==> src/rtl/div_ctrl.sv <==
// Iterative 32-bit restoring divider for DIV/DIVU. It takes operands through a start/ready handshake.
// It holds {remainder, quotient} until the requester releases start_i.
module div_ctrl (
    input  logic        clk,
    input  logic        rst_n,
    input  logic        signed_div_i,
    input  logic [31:0] opdata1_i,
    input  logic [31:0] opdata2_i,
    input  logic        start_i,
    input  logic        annul_i,
    output logic [63:0] result_o,
    output logic        ready_o,
    output logic        busy_o
);

    typedef enum logic [1:0] {
        S_FREE,
        S_BYZERO,
        S_ON,
        S_END
    } state_t;

    state_t      r_state, w_state_nxt;
    logic [5:0]  r_cnt, w_cnt_nxt;
    logic [31:0] r_rem, w_rem_nxt;
    logic [31:0] r_quot, w_quot_nxt;
    logic [31:0] r_divisor, w_divisor_nxt;
    logic        r_neg_q, w_neg_q_nxt;
    logic        r_neg_r, w_neg_r_nxt;
    logic [63:0] r_result, w_result_nxt;
    logic        r_ready, w_ready_nxt;

    logic [31:0] w_abs1, w_abs2;
    logic [32:0] w_shift, w_diff;
    logic [31:0] w_quot_fin, w_rem_fin;

    assign w_abs1 = (signed_div_i && opdata1_i[31]) ? 32'd0 - opdata1_i : opdata1_i;
    assign w_abs2 = (signed_div_i && opdata2_i[31]) ? 32'd0 - opdata2_i : opdata2_i;

    // The partial remainder is always below the divisor after a restore, so it fits in 32 bits.
    // Only the shifted value needs the 33rd bit.
    assign w_shift    = {r_rem, r_quot[31]};
    assign w_diff     = w_shift - {1'b0, r_divisor};
    assign w_quot_fin = r_neg_q ? 32'd0 - r_quot : r_quot;
    assign w_rem_fin  = r_neg_r ? 32'd0 - r_rem : r_rem;

    always_ff @(posedge clk or negedge rst_n) begin
        if (!rst_n) begin
            r_state   <= S_FREE;
            r_cnt     <= '0;
            r_rem     <= '0;
            r_quot    <= '0;
            r_divisor <= '0;
            r_neg_q   <= 1'b0;
            r_neg_r   <= 1'b0;
            r_result  <= '0;
            r_ready   <= 1'b0;
        end else begin
            r_state   <= w_state_nxt;
            r_cnt     <= w_cnt_nxt;
            r_rem     <= w_rem_nxt;
            r_quot    <= w_quot_nxt;
            r_divisor <= w_divisor_nxt;
            r_neg_q   <= w_neg_q_nxt;
            r_neg_r   <= w_neg_r_nxt;
            r_result  <= w_result_nxt;
            r_ready   <= w_ready_nxt;
        end
    end

    always_comb begin
        w_state_nxt   = r_state;
        w_cnt_nxt     = r_cnt;
        w_rem_nxt     = r_rem;
        w_quot_nxt    = r_quot;
        w_divisor_nxt = r_divisor;
        w_neg_q_nxt   = r_neg_q;
        w_neg_r_nxt   = r_neg_r;
        w_result_nxt  = r_result;
        w_ready_nxt   = r_ready;
        unique case (r_state)
            S_FREE: begin
                w_result_nxt = '0;
                w_ready_nxt  = 1'b0;
                if (start_i && !annul_i) begin
                    w_neg_q_nxt = signed_div_i && (opdata1_i[31] ^ opdata2_i[31]);
                    w_neg_r_nxt = signed_div_i && opdata1_i[31];
                    if (opdata2_i == 32'd0) begin
                        w_state_nxt = S_BYZERO;
                    end else begin
                        w_quot_nxt    = w_abs1;
                        w_divisor_nxt = w_abs2;
                        w_rem_nxt     = '0;
                        w_cnt_nxt     = '0;
                        w_state_nxt   = S_ON;
                    end
                end
            end
            S_BYZERO: begin
                if (annul_i || !start_i) begin
                    w_state_nxt = S_FREE;
                end else begin
                    w_result_nxt = '0;
                    w_ready_nxt  = 1'b1;
                    w_state_nxt  = S_END;
                end
            end
            S_ON: begin
                if (annul_i || !start_i) begin
                    w_state_nxt = S_FREE;
                    w_cnt_nxt   = '0;
                end else if (r_cnt != 6'd32) begin
                    if (!w_diff[32]) begin
                        w_rem_nxt  = w_diff[31:0];
                        w_quot_nxt = {r_quot[30:0], 1'b1};
                    end else begin
                        w_rem_nxt  = w_shift[31:0];
                        w_quot_nxt = {r_quot[30:0], 1'b0};
                    end
                    w_cnt_nxt = r_cnt + 6'd1;
                end else begin
                    w_result_nxt = {w_rem_fin, w_quot_fin};
                    w_ready_nxt  = 1'b1;
                    w_state_nxt  = S_END;
                end
            end
            S_END: begin
                w_ready_nxt = 1'b1;
                if (!start_i) begin
                    w_state_nxt  = S_FREE;
                    w_result_nxt = '0;
                    w_ready_nxt  = 1'b0;
                end
            end
            default: w_state_nxt = S_FREE;
        endcase
    end

    always_comb begin
        busy_o = (r_state == S_BYZERO) || (r_state == S_ON);
    end

    assign result_o = r_result;
    assign ready_o  = r_ready;

endmodule

==> config.mk <==
export PLATFORM = sky130hd
export DESIGN_NAME = div_ctrl
export DESIGN_NICKNAME = d
export VERILOG_FILES = /design/src/rtl/div_ctrl.sv
export SDC_FILE = /design/constraint.sdc
export NUM_CORES = 1
export LEC_CHECK = 0
export CORE_UTILIZATION = 57
export CTS_CLUSTER_SIZE = 10
export DETAILED_ROUTE_END_ITERATION = 12
export HOLD_SLACK_MARGIN = 0.12
export PLACE_DENSITY_LB_ADDON = 0.12
export SLEW_MARGIN = 20
export SYNTH_ARGS = -nofsm -noshare
export SYNTH_HDL_FRONTEND = slang
export SYNTH_SLANG_ARGS = --single-unit
==> constraint.sdc <==
create_clock -name clk -period 4.55 [get_ports clk]
set_input_delay 0.91 -clock clk [delete_from_list [all_inputs] [get_ports clk]]
set_output_delay 0.91 -clock clk [all_outputs]
set_load 0.01 [all_outputs]
# Word-level counts from Yosys, hierarchy flattened
# Cells that the tools add are included.
# Widths: inputs -> output; s select.
[totals]
register_bits = 171
inputBits = 69
output_inout_bits = 66
elab_cells = 86
[op_classes]
n_addsub = 6
eq_ne = 13
muxes = 38
n_bitwise = 2
reduce_logical = 18
[op_table]
columns = ["operator", "n"]
rows = [
  ["$mux 32", 13],
  ["$mux 64", 4],
  ["$pmux 64 s4", 1],
  ["$pmux 32 s2", 2],
  ["$sub 1x32->32 const A", 4],
  ["$sub 33x32->33", 1],
  ["$logic_not 32->1", 1],
  ["$mux 6", 4],
  ["$ne 2x2->1 const B", 7],
  ["$mux 2", 6],
  ["$pmux 6 s2", 1],
  ["$reduce_and 3->1", 3],
  ["$pmux 2 s4", 1],
  ["$reduce_and 4->1", 2],
  ["$add 6x1->6 const B", 1],
  ["$ne 3x3->1 const B", 2],
  ["$ne 6x6->1 const B", 1],
  ["$mux 1", 5],
  ["$reduce_and 5->1", 1],
  ["$eq 2x2->1 const B", 2],
  ["$logic_and 1x1->1", 4],
  ["$pmux 1 s4", 1],
  ["$eq 2x1->1 const B", 1],
  ["$logic_not 1->1", 2],
  ["6 further kinds", 7],
]

# Depth between registers and ports, before layout
[logic_depth]
word_depth = 5
mapped_depth = 14
depth_no_buf = 12

# Least setup slack after synthesis
# OpenSTA, ideal clock, no wires.
[synth_path]
path_kind = "register -> register"
from = "register r_quot[31]"
to = "register r_rem[11]"
setup_ns = 0.133
arrival_time_ns = 3.328
t_required_ns = 4.417
setup_slack_ns = 1.088
stages_incl_launch_ff = 15
path_buffers = 2
synth_period_minus_slack_ns = 3.462
path_cell_list = "dfrtp_1 > inv_1 > ha_1 > fa_1 > nor2b_1 > o2111ai_1 > a21oi_1 > o21ai_0 > a2111oi_0 > nor3_1 > nor4bb_1 > buf_2 > buf_2 > mux2i_1 > o21ai_0"
[synth_between]
elab_chain_cells = 5
[synth_lines]
columns = ["element", "line_no", "source"]
rows = [
  ["from (decl)", "26", "logic [31:0] r_quot, w_quot_nxt;"],
  ["from (signal assigned)", "62", "r_quot <= w_quot_nxt;"],
  ["$sub 33x32->33", "43", "assign w_diff = w_shift - {1'b0, r_divisor};"],
  ["$mux 32", "113", "if (!w_diff[32]) begin"],
  ["$mux 32", "112", "end else if (r_cnt != 6'd32) begin"],
  ["$mux 32", "109", "if (annul_i || !start_i) begin"],
  ["$pmux 32 s2", "81", "unique case (r_state)"],
  ["to (signal assigned)", "61", "r_rem <= w_rem_nxt;"],
  ["to (decl)", "25", "logic [31:0] r_rem, w_rem_nxt;"],
]
# No other way between the ends. The select of a mux whose other input is x is not followed.
# A chain may end at the register's enable or synchronous reset.

# Worst setup path after layout
[layout_path]
from = "register r_quot[31]"
to = "register r_rem[20]"
# Same word-level chain as after synthesis.

==> impl_metrics.json <==
{
  "finalNonFillerCells": 1751,
  "crit_family": "compound AO/OA/AOI/OAI gates",
  "grt_usage_pct": 29.47,
  "timing.final.crit_share_pct": 85.65,
  "cts.clk_slew.worst_paths_ns": 0.07,
  "synth_top_area_share_pct": 37.78,
  "drtIter0Drc": 734,
  "dp_worst_setup_slack_ns": 0.5750,
  "num_vias": 10240,
  "top_usage_layer": "met1",
  "rsz0062_at_grt": "false",
  "worstSetupPathType": "reg -> reg",
  "grt_pass1_wl_um": 47250,
  "synth_cells": 1368,
  "maxSlewViolCount": 0,
  "synth-async-reset-ratio_pct": 100.0,
  "dp_hpwl_um": 21470,
  "fin_crit_ns": 3.897,
  "critPathArrivalTime_ns": 4.23,
  "place_inst": 1719,
  "use_met3_pct": 4.225,
  "ant_nets": 0,
  "synth_fp_nets": 1480,
  "cp_slowest_stage_delay_ns": 0.53,
  "post-route-cell-area_um2": 13530,
  "wl_um": 29020,
  "power.leakage_nw": 5.946,
  "fin_ws_ns": 0.6527,
  "initial_core_util_pct": 58.19,
  "crit_chain": "inv_1 > ha_1 > fa_1 > nor2b_1 > o2111ai_1 > a21oi_1 > o21ai_0 > a2111oi_0 > buf_4 > nor3_1 > nor4bb_4 > buf_12 > nand2_1 > o21ai_0",
  "place_congestion": 0.9094,
  "cpMostUsedCell": "o21ai_0",
  "core_area_um2": 19460,
  "critical_path.slowest_cell": "a2111oi_0",
  "avgViaCountPerCell": 5.849,
  "post_cts_buffers": 0,
  "grt_pass1_vias": 9212,
  "cts_buffers": 17,
  "cp-start-kind": "register",
  "status": "complete, no violations",
  "cts_hold_buf": 0,
  "overflow": 0,
  "std_cell_rows": 51,
  "hold_ws_ns": 0.4771,
  "wl_per_cell_um": 16.57,
  "htree_levels": 4,
  "cts_tree": "yes",
  "cts-resized-gates": 0,
  "die_area_um2": 20440,
  "finalSetupViolCount": 0,
  "syn-cell-area_um2": 11330,
  "clk_path_buf_depth": 2,
  "io_buffers": 134,
  "mostFrequentLayoutCell": "nand2_1",
  "layout_common_cells": "215 x nand2_1, 173 x o21ai_0, 171 x dfrtp_1",
  "use_met1_pct": 45.79,
  "cp_data_required_time_ns": 4.89,
  "ios": 135,
  "max_freq_mhz": 256.6,
  "die_w_um": 143.0,
  "path_max_fanout": 37,
  "antenna_cells": 0,
  "grt_use_met2_pct": 42.85,
  "yosys.area.top_type": "dfrtp_1",
  "ys_ff_latch": 171,
  "power_mw": 7.630,
  "cts_root_buf": "clkbuf_16",
  "multiInputGateArea_um2": 6631,
  "die_y_um": 143.0,
  "syn_avg_cell_area_um2": 8.279,
  "drive_gt1_share_pct": 4.711,
  "place_area_um2": 12960,
  "nets": 1585,
  "drv_cap": 0,
  "pwr_density_cell_nw_per_um2": 563.9,
  "yosysSeqAreaShare_pct": 37.78,
  "vdd_ir_drop_max_uv": 482.5,
  "worst_pin_slew_ns": 0.9518,
  "fillers": 1603,
  "area_growth_pct": 19.48,
  "setup_tns_ns": 0,
  "finish.utilization_pct": 69.53,
  "cts.sinks": 171,
  "synth_warnings": 0,
  "critical_path_buf_inv_count": 3,
  "firstDrtPassIters": 5,
  "synth_enable_flop_cells": 0,
  "drc": 0,
  "grt_max_degree": 99,
  "hold_path_class": "in -> async",
  "hold_viol": 0,
  "seqCellArea_um2": 4279,
  "clock_skew_ns": 0.01365,
  "antenna_found_initial": 0,
  "crit_path_end_kind": "register",
  "ys_types": 60,
  "clock_latency_ns": 0.43,
  "relSlewSlack_pct": 36.31,
  "dominantRegCellSynth": "dfrtp_1",
  "synthTopCellsByArea": "dfrtp_1 38%, o21ai_0 7.6%, nand2_1 7.1%"
}
-- worst reg2reg max path, delay by kind of cell, from the launching register on --
family                     cells  cell delay, ns
DFF                            1            0.34
and+or+nand+nor                4            0.79
buffers and inverters          3            0.59
adders and majority gates      2            0.68
AOI/OAI and AO/OA              5            1.41
-- registers in the layout, summed over array words and instances, names as in the netlist --
| register | flops |
|---|---|
| r_quot | 32 |
| r_rem | 32 |
| r_neg_r | 1 |
| r_divisor | 32 |
| r_state | 2 |
| ready_o | 1 |
| result_o | 64 |
| r_neg_q | 1 |
| r_cnt | 6 |
-- routing by layer --
layer	vias to the layer above	part of all wire, %
li1	5018	-
met1	4826	50
met2	374	42
met3	23	6.9
met4	0	1.1
met5	-	0
-- power by group --
group	switching, mW	internal, mW	total (mW)	leakage [nW]
Sequential	0.488	2.02	2.51	2.23
Combinational	2.21	1.49	3.71	3.44
Clock	0.686	0.730	1.42	0.278
-- final timing paths --
path	from	to	slack (ns)	cells after the start
max	r_quot[31]	r_rem[20]	0.65	14
min	rst_n	result_o[17]	0.48	1
max reg2reg	r_quot[31]	r_rem[20]	0.65	14
min reg2reg	result_o[40]	result_o[40]	0.48	2
max in group asynchronous	rst_n	result_o[55]	3.15	2
min in group clk	result_o[40]	result_o[40]	0.48	2
-- layout make-up --
| cell class | count | share of cell area (%) |
|---|---|---|
| inverters | 53 | 1.470 |
| clock inverters | 15 | 1.110 |
| repair buffers | 152 | 11.20 |
| flip-flops and latches | 171 | 31.62 |
| clock buffers | 17 | 3.144 |
| multi-input cells | 1078 | 49.01 |
| well taps | 265 | 2.450 |
-- cells by family after synthesis --
kind of cell	count (synthesis)	share of synthesized area, %
and+or+nand+nor	443	17.78
muxes	29	2.563
AOI/OAI and AO/OA	421	22.11
DFF	171	37.78
buffers and inverters	119	3.977
adders and majority gates	43	4.817
xor gates and xnor gates	142	10.98
-- cell usage after synthesis (all sizes together) (2+ instances only) --
library cell  instances
a31oi                 6
ha                   42
dfrtp               171
nand3b                2
nor3b                 4
nor2b                13
nand4                 4
a21o                 19
or2                   5
or3                  21
o21ai               175
a21oi               114
or3b                  2
inv                  53
nand2b                9
a2111oi               2
o211ai                6
xnor2                58
nor4                  6
and2                  4
or4                  15
and3                  7
nand3                18
o21a                  7
nor3                 24
and4                  2
o41ai                16
nand2               215
xor2                 84
a2bb2oi               4
a21boi                4
a22o                  3
o31ai                51
clkbuf               55
o21bai                2
o221ai                2
buf                  11
nor2                 91
mux2i                29
Note: power is estimated with default switching activity, not from simulation.
